**src/rtl/game_sequencer.sv**
```systemverilog
// -----------------------------------------------------------------------------
// game_sequencer
// Game-flow controller: sequences attract (IDLE), PLAY, LIFE_LOST pause,
// LEVEL_CLEAR banner and GAME_OVER. It issues the new-game, wave-reset and
// bonus-life strobes and holds the level and score registers.
//
// Build option:
//   GAME_SEQ_BONUS_LIFE_EN  defined   -> add_life_o requests a life after each
//                                        even level is cleared
//                           undefined -> add_life_o tied low, logic not built
//
// Ports:
//   clk_i              pixel clock
//   reset_i            asynchronous, active-high reset
//   frame_i            one-cycle strobe at the start of each video frame
//   start_i            debounced start button (level)
//   player_alive_i     low when no lives remain
//   player_hit_i       player struck by an enemy bullet
//   enemy_killed_i     one cycle per enemy destroyed
//   wave_clear_i       no enemies remain
//   invaders_landed_i  enemy wave reached the player row
//   state_o[4:0]       one-hot phase
//   freeze_o           halts player/enemy motion (every phase except PLAY)
//   new_game_o         one-cycle strobe on entry to PLAY from IDLE/GAME_OVER
//   wave_reset_o       one-cycle strobe on entry to PLAY from LEVEL_CLEAR or
//                      together with new_game_o
//   add_life_o         bonus-life level request
//   level_o[3:0]       current level, 1..max_level_p
//   score_o[15:0]      binary score, saturating
// -----------------------------------------------------------------------------
module game_sequencer #(
   parameter int unsigned clear_frames_p = 120,
   parameter int unsigned max_level_p    = 9,
   parameter int unsigned points_p       = 10
) (
   input  logic        clk_i,
   input  logic        reset_i,
   input  logic        frame_i,
   input  logic        start_i,
   input  logic        player_alive_i,
   input  logic        player_hit_i,
   input  logic        enemy_killed_i,
   input  logic        wave_clear_i,
   input  logic        invaders_landed_i,
   output logic [4:0]  state_o,
   output logic        freeze_o,
   output logic        new_game_o,
   output logic        wave_reset_o,
   output logic        add_life_o,
   output logic [3:0]  level_o,
   output logic [15:0] score_o
);

   localparam int unsigned cnt_w_lp = (clear_frames_p > 1) ? $clog2(clear_frames_p) : 1;

   localparam logic [cnt_w_lp-1:0] cnt_load_lp = cnt_w_lp'(clear_frames_p - 1);
   localparam logic [cnt_w_lp-1:0] cnt_one_lp  = cnt_w_lp'(1);
   localparam logic [3:0]          max_level_lp = 4'(max_level_p);
   localparam logic [16:0]         points_lp    = 17'(points_p);

   localparam logic [4:0] st_idle_lp  = 5'b00001;
   localparam logic [4:0] st_play_lp  = 5'b00010;
   localparam logic [4:0] st_lost_lp  = 5'b00100;
   localparam logic [4:0] st_clear_lp = 5'b01000;
   localparam logic [4:0] st_over_lp  = 5'b10000;

   logic [4:0]          state_q, state_d;
   logic                start_q;
   logic                start_evt;
   logic [cnt_w_lp-1:0] cnt_q, cnt_d;
   logic [3:0]          level_q, level_d;
   logic [15:0]         score_q, score_d;
   logic [16:0]         score_sum;
   logic                new_game_q, new_game_d;
   logic                wave_reset_q, wave_reset_d;

   // Rising edge of the start button; start_q resets high so a button held
   // through reset does not start a game.
   assign start_evt = start_i & ~start_q;

   // State and datapath registers
   always_ff @(posedge clk_i or posedge reset_i) begin
      if (reset_i) begin
         state_q      <= st_idle_lp;
         start_q      <= 1'b1;
         cnt_q        <= '0;
         level_q      <= 4'd1;
         score_q      <= 16'd0;
         new_game_q   <= 1'b0;
         wave_reset_q <= 1'b0;
      end else begin
         state_q      <= state_d;
         start_q      <= start_i;
         cnt_q        <= cnt_d;
         level_q      <= level_d;
         score_q      <= score_d;
         new_game_q   <= new_game_d;
         wave_reset_q <= wave_reset_d;
      end
   end

   // Next-state logic; PLAY exits are checked in priority order
   always_comb begin
      state_d = state_q;
      case (state_q)
         st_idle_lp: begin
            if (start_evt) state_d = st_play_lp;
         end
         st_play_lp: begin
            if (invaders_landed_i | ~player_alive_i) state_d = st_over_lp;
            else if (player_hit_i)                    state_d = st_lost_lp;
            else if (wave_clear_i)                    state_d = st_clear_lp;
         end
         st_lost_lp: begin
            if (start_evt) state_d = st_play_lp;
         end
         st_clear_lp: begin
            if (frame_i && (cnt_q == '0)) state_d = st_play_lp;
         end
         st_over_lp: begin
            if (start_evt) state_d = st_play_lp;
         end
         default: state_d = st_idle_lp;
      endcase
   end

   // Output and datapath next-values
   always_comb begin
      freeze_o     = (state_q != st_play_lp);
      new_game_d   = 1'b0;
      wave_reset_d = 1'b0;
      level_d      = level_q;
      score_d      = score_q;
      cnt_d        = cnt_q;
      score_sum    = {1'b0, score_q} + points_lp;
      case (state_q)
         st_idle_lp, st_over_lp: begin
            if (start_evt) begin
               new_game_d   = 1'b1;
               wave_reset_d = 1'b1;
               level_d      = 4'd1;
               score_d      = 16'd0;
            end
         end
         st_play_lp: begin
            // A kill is counted even in the cycle PLAY is left.
            if (enemy_killed_i) score_d = score_sum[16] ? 16'hFFFF : score_sum[15:0];
            if (state_d == st_clear_lp) cnt_d = cnt_load_lp;
         end
         st_clear_lp: begin
            if (frame_i) begin
               if (cnt_q == '0) begin
                  wave_reset_d = 1'b1;
                  level_d      = (level_q >= max_level_lp) ? max_level_lp : level_q + 4'd1;
               end else begin
                  cnt_d = cnt_q - cnt_one_lp;
               end
            end
         end
         default: ;
      endcase
   end

`ifdef GAME_SEQ_BONUS_LIFE_EN
   logic add_life_q, add_life_d;

   // Raised on entry to the banner after an even level; held until the player
   // has seen it with a frame strobe, so exactly one life is granted.
   always_comb begin
      add_life_d = 1'b0;
      if ((state_q == st_play_lp) && (state_d == st_clear_lp)) add_life_d = ~level_q[0];
      else if (state_q == st_clear_lp)                          add_life_d = add_life_q & ~frame_i;
   end

   always_ff @(posedge clk_i or posedge reset_i) begin
      if (reset_i) add_life_q <= 1'b0;
      else         add_life_q <= add_life_d;
   end

   assign add_life_o = add_life_q;
`else
   assign add_life_o = 1'b0;
`endif

   assign state_o      = state_q;
   assign new_game_o   = new_game_q;
   assign wave_reset_o = wave_reset_q;
   assign level_o      = level_q;
   assign score_o      = score_q;

endmodule
```
**config.mk**
```make
export PLATFORM = sky130hd
export DESIGN_NAME = game_sequencer
export DESIGN_NICKNAME = d
export VERILOG_FILES = /design/src/rtl/game_sequencer.sv
export SDC_FILE = /design/constraint.sdc
export NUM_CORES = 1
export LEC_CHECK = 0
export BUFFER_PORTS_ARGS = -buffer_cell sky130_fd_sc_hd__buf_2
export CAP_MARGIN = 20
export CORE_MARGIN = 1
export CORE_UTILIZATION = 47
export DETAILED_ROUTE_END_ITERATION = 12
export PLACE_DENSITY_LB_ADDON = 0.12
export SYNTH_ARGS = -nofsm -noshare
export SYNTH_HDL_FRONTEND = slang
export SYNTH_SLANG_ARGS = --single-unit
export TNS_END_PERCENT = 100
```
**constraint.sdc**
```tcl
create_clock -name clk_i -period 2.01 [get_ports clk_i]
set_input_delay 0.1005 -clock clk_i [delete_from_list [all_inputs] [get_ports clk_i]]
set_output_delay 0.1005 -clock clk_i [all_outputs]
set_load 0.01 [all_outputs]
```
==> flow_summary.json <==
{
  "run_status": "complete, no violations",
  "critical_path_cell_by_cell": "nor3_4 -> and2_1 -> a31oi_2 -> o21bai_1 -> a21o_1",
  "vdd_drop_max_mv": 0.704,
  "die_extent_in_x_um": 66.7,
  "synth.lib_cells_used.distinct": 49,
  "r2r_start": "state_o[4]",
  "worst_skew_pair.late_latency_ns": 0.29,
  "synth.avg_cell_area_um2": 8.70,
  "grt_overflow": 0,
  "num_rows": 23,
  "worst_r2r_endpoint": "level_o[2]",
  "final.setup_skew_ns": 0.0114,
  "critical_path.max_fanout": 8,
  "fin_ws_ns": 0.320,
  "timing_hold_violations_final": 0,
  "initial_core_util_pct": 49.1,
  "timing_max_transition_violations_final": 0,
  "route.met2.wl_mm": 2.13,
  "core_area_um2": 4000,
  "drcViolationCount": 0,
  "post_synthesis_sequential_area_ratio_pct": 44.7,
  "met3WireLength_um": 155,
  "netlist_area_um2": 1970,
  "tcrit_tclk_final_pct": 84.1,
  "crit_path_end_kind": "flop",
  "mostFrequentLayoutCell": "sky130_fd_sc_hd__buf_2",
  "wire_length_of_the_first_global_routing_pass_mm": 7.43,
  "fin_util_pct": 58.6,
  "rsz0062_at_grt": "no",
  "setup_viol": 0,
  "layout.nets": 289,
  "power.density_nw_per_um2": 983,
  "postCtsResizedCells": 0,
  "synth_cells": 226,
  "place_congestion": 0.866,
  "synth_warnings": 0,
  "antenna_cells_inserted": 0,
  "worst_path_dominant_cell_family": "simple AND/OR/NAND/NOR gates",
  "leakage_nw": 1.15,
  "floorplan.die_area_um2": 4440,
  "root_buf_cell": "sky130_fd_sc_hd__clkbuf_8",
  "hold_path.startpoint": "player_hit_i",
  "worst_path_largest_cell_delay_ns": 0.46,
  "highest_layer": "met4",
  "avgViaCountPerCell": 5.50,
  "critPathBufInv": 0,
  "number_of_antenna_violations_at_the_first_check_in_global_routing": 0,
  "vias": 1787,
  "ys_ff_latch": 35,
  "synth_enable_flop_cells": 0,
  "met1_length_mm": 2.07,
  "tritoncts": "yes",
  "path_class": "flop to flop",
  "routedWlPerCell_um": 13.6,
  "grt_max_degree": 36,
  "cts.sink_count": 35,
  "fin_tns_setup_ns": 0,
  "fraction_of_registers_with_async_set_or_reset_after_synthesis_pct": 100,
  "min-delay-path-class": "primary input to flop",
  "h-tree-depth": 2,
  "postSynth.topFlopCell": "sky130_fd_sc_hd__dfrtp_1",
  "buffer_ports.inserted": 36,
  "boundaryPins": 38,
  "worst_setup_hold_path_clk_slew_ns": 0.07,
  "post-dp-hpwl_mm": 3.14,
  "postRouteWirelength_mm": 4.43,
  "final_antenna_net_count": 0,
  "cts_setup_buffers": 0,
  "clock.fmax_mhz": 592,
  "synth_nets": 241,
  "clock_path_buffers": 2,
  "mostFrequentLayoutCells": "36 x sky130_fd_sc_hd__buf_2, 32 x sky130_fd_sc_hd__dfrtp_1, 26 x sky130_fd_sc_hd__nor2_1, 23 x sky130_fd_sc_hd__nand2_1, 16 x sky130_fd_sc_hd__a21oi_1",
  "slowest_stage": "sky130_fd_sc_hd__dfrtp_1",
  "detailedPlace.worstSlack_ns": 0.324,
  "layout-drive-gt1-share_pct": 24.0,
  "worstHoldPathCells": 3,
  "cts_buffers": 5,
  "grt_pass1_vias": 1592,
  "floorplan.die.height_um": 66.7,
  "reg2reg_depth": 5,
  "required_time_of_the_worst_setup_path_ns": 2.19,
  "postCtsHoldBufs": 2,
  "grt_util_all_layers_pct": 22.3,
  "synthToLayoutAreaGrowth_pct": 19.4,
  "endpoint_with_the_worst_hold_slack": "state_o[2]",
  "drtPass1Iterations": 4,
  "timing.max_cap.violations": 0,
  "final_critical_path_required_period_ns": 1.69,
  "critical_path_arrival_ns": 1.87,
  "startpoint_type": "flop",
  "flop_to_flop_setup_slack_ns": 0.32,
  "dr.first_iter.drc_count": 95
}
==> power by group <==
group | internal (mW) | total [mW] | switching [mW] | leakage [nW]
combinational | 0.347 | 0.827 | 0.480 | 0.632
clock | 0.237 | 0.492 | 0.255 | 0.0477
sequential | 0.831 | 0.989 | 0.157 | 0.469
==> cell type report <==
cell class                 count  area [µm²]
fill                         376        1650
multi-input combinational    171         995
sequential                    35         880
timing repair buffer          48         275
clock buffer                   5        68.8
tap                           50        62.6
inverter                      13        50.0
clock inverter                 3        15.0
==> kinds of logic after synthesis <==
kind of cell	Yosys count	synth area share [%]
AND/OR/NAND/NOR	94	24.8
AO/OA/AOI/OAI	69	21.3
flip-flops	35	44.7
buffers and inverters	20	4.65
adder cells (fa/ha/maj)	6	3.82
XOR/XNOR	1	0.446
other	1	0.191
==> flip-flops by register name (all words and copies together) (netlist names) <==
name / flops
wave_reset_o: 1
state_o: 5
score_o: 16
new_game_o: 1
cnt_q: 7
level_o: 4
start_q: 1
==> metrics by stage <==
| stage | total power, mW | area (µm²) | std cells | hold WS [ns] |
|---|---|---|---|---|
| 5_1_grt | 2.49 | 2350 | 325 | 0.0891 |
| 2_1_floorplan | 1.54 | 1970 | 226 | 0.105 |
| 6_report | 2.31 | 2350 | 325 | 0.0737 |
| 3_5_place_dp | 1.82 | 2240 | 315 | 0.219 |
| 4_1_cts | 2.33 | 2350 | 325 | 0.0634 |
| 3_3_place_gp | 1.82 | 2240 | 315 | 0.219 |
==> metal layers <==
layer,up-vias,track usage (%)
met4,0,7.45
li1,907,-
met5,-,0
met1,836,30.0
met2,37,35.6
met3,7,4.62
==> cell usage after synthesis, types with 3 or more instances <==
cell type | count | area share, %
sky130_fd_sc_hd__a21oi_1 | 16 | 4.1
sky130_fd_sc_hd__nand2_1 | 23 | 4.4
sky130_fd_sc_hd__nor2_1 | 26 | 5.0
sky130_fd_sc_hd__o21ai_0 | 12 | 3.1
sky130_fd_sc_hd__dfrtp_1 | 32 | 41
sky130_fd_sc_hd__a22o_1 | 3 | 1.3
sky130_fd_sc_hd__o21ai_1 | 13 | 3.3
sky130_fd_sc_hd__buf_2 | 3 | 0.76
sky130_fd_sc_hd__o22ai_1 | 3 | 0.95
sky130_fd_sc_hd__nor3_1 | 8 | 2.0
sky130_fd_sc_hd__inv_1 | 12 | 2.3
sky130_fd_sc_hd__nand3_1 | 10 | 2.5
sky130_fd_sc_hd__nor2b_1 | 4 | 1.3
sky130_fd_sc_hd__nor3b_1 | 3 | 1.1
sky130_fd_sc_hd__dfstp_2 | 3 | 4.0
sky130_fd_sc_hd__ha_1 | 6 | 3.8
sky130_fd_sc_hd__a31oi_1 | 8 | 2.5
==> worst max-delay path by stage <==
stage / cells past startpoint / to / startpoint / slack, ns
2_1_floorplan: 5 / level_o[2] / state_o[4] / 0.47
3_3_place_gp: 5 / cnt_q[4] / state_o[4] / 0.35
3_5_place_dp: 5 / cnt_q[4] / state_o[4] / 0.32
4_1_cts: 5 / level_o[2] / state_o[4] / 0.31
5_1_grt: 7 / level_o[1] / state_o[0] / 0.17
6_report: 5 / level_o[2] / state_o[4] / 0.32
==> worst reg2reg max path, cell delays in order (launching register included) <==
cell and delay (ns):
sky130_fd_sc_hd__dfrtp_1 0.46, sky130_fd_sc_hd__nor3_4 0.34, sky130_fd_sc_hd__and2_1 0.28, sky130_fd_sc_hd__a31oi_2 0.15, sky130_fd_sc_hd__o21bai_1 0.19, sky130_fd_sc_hd__a21o_1 0.17
Power figures use the tool's default switching activity.
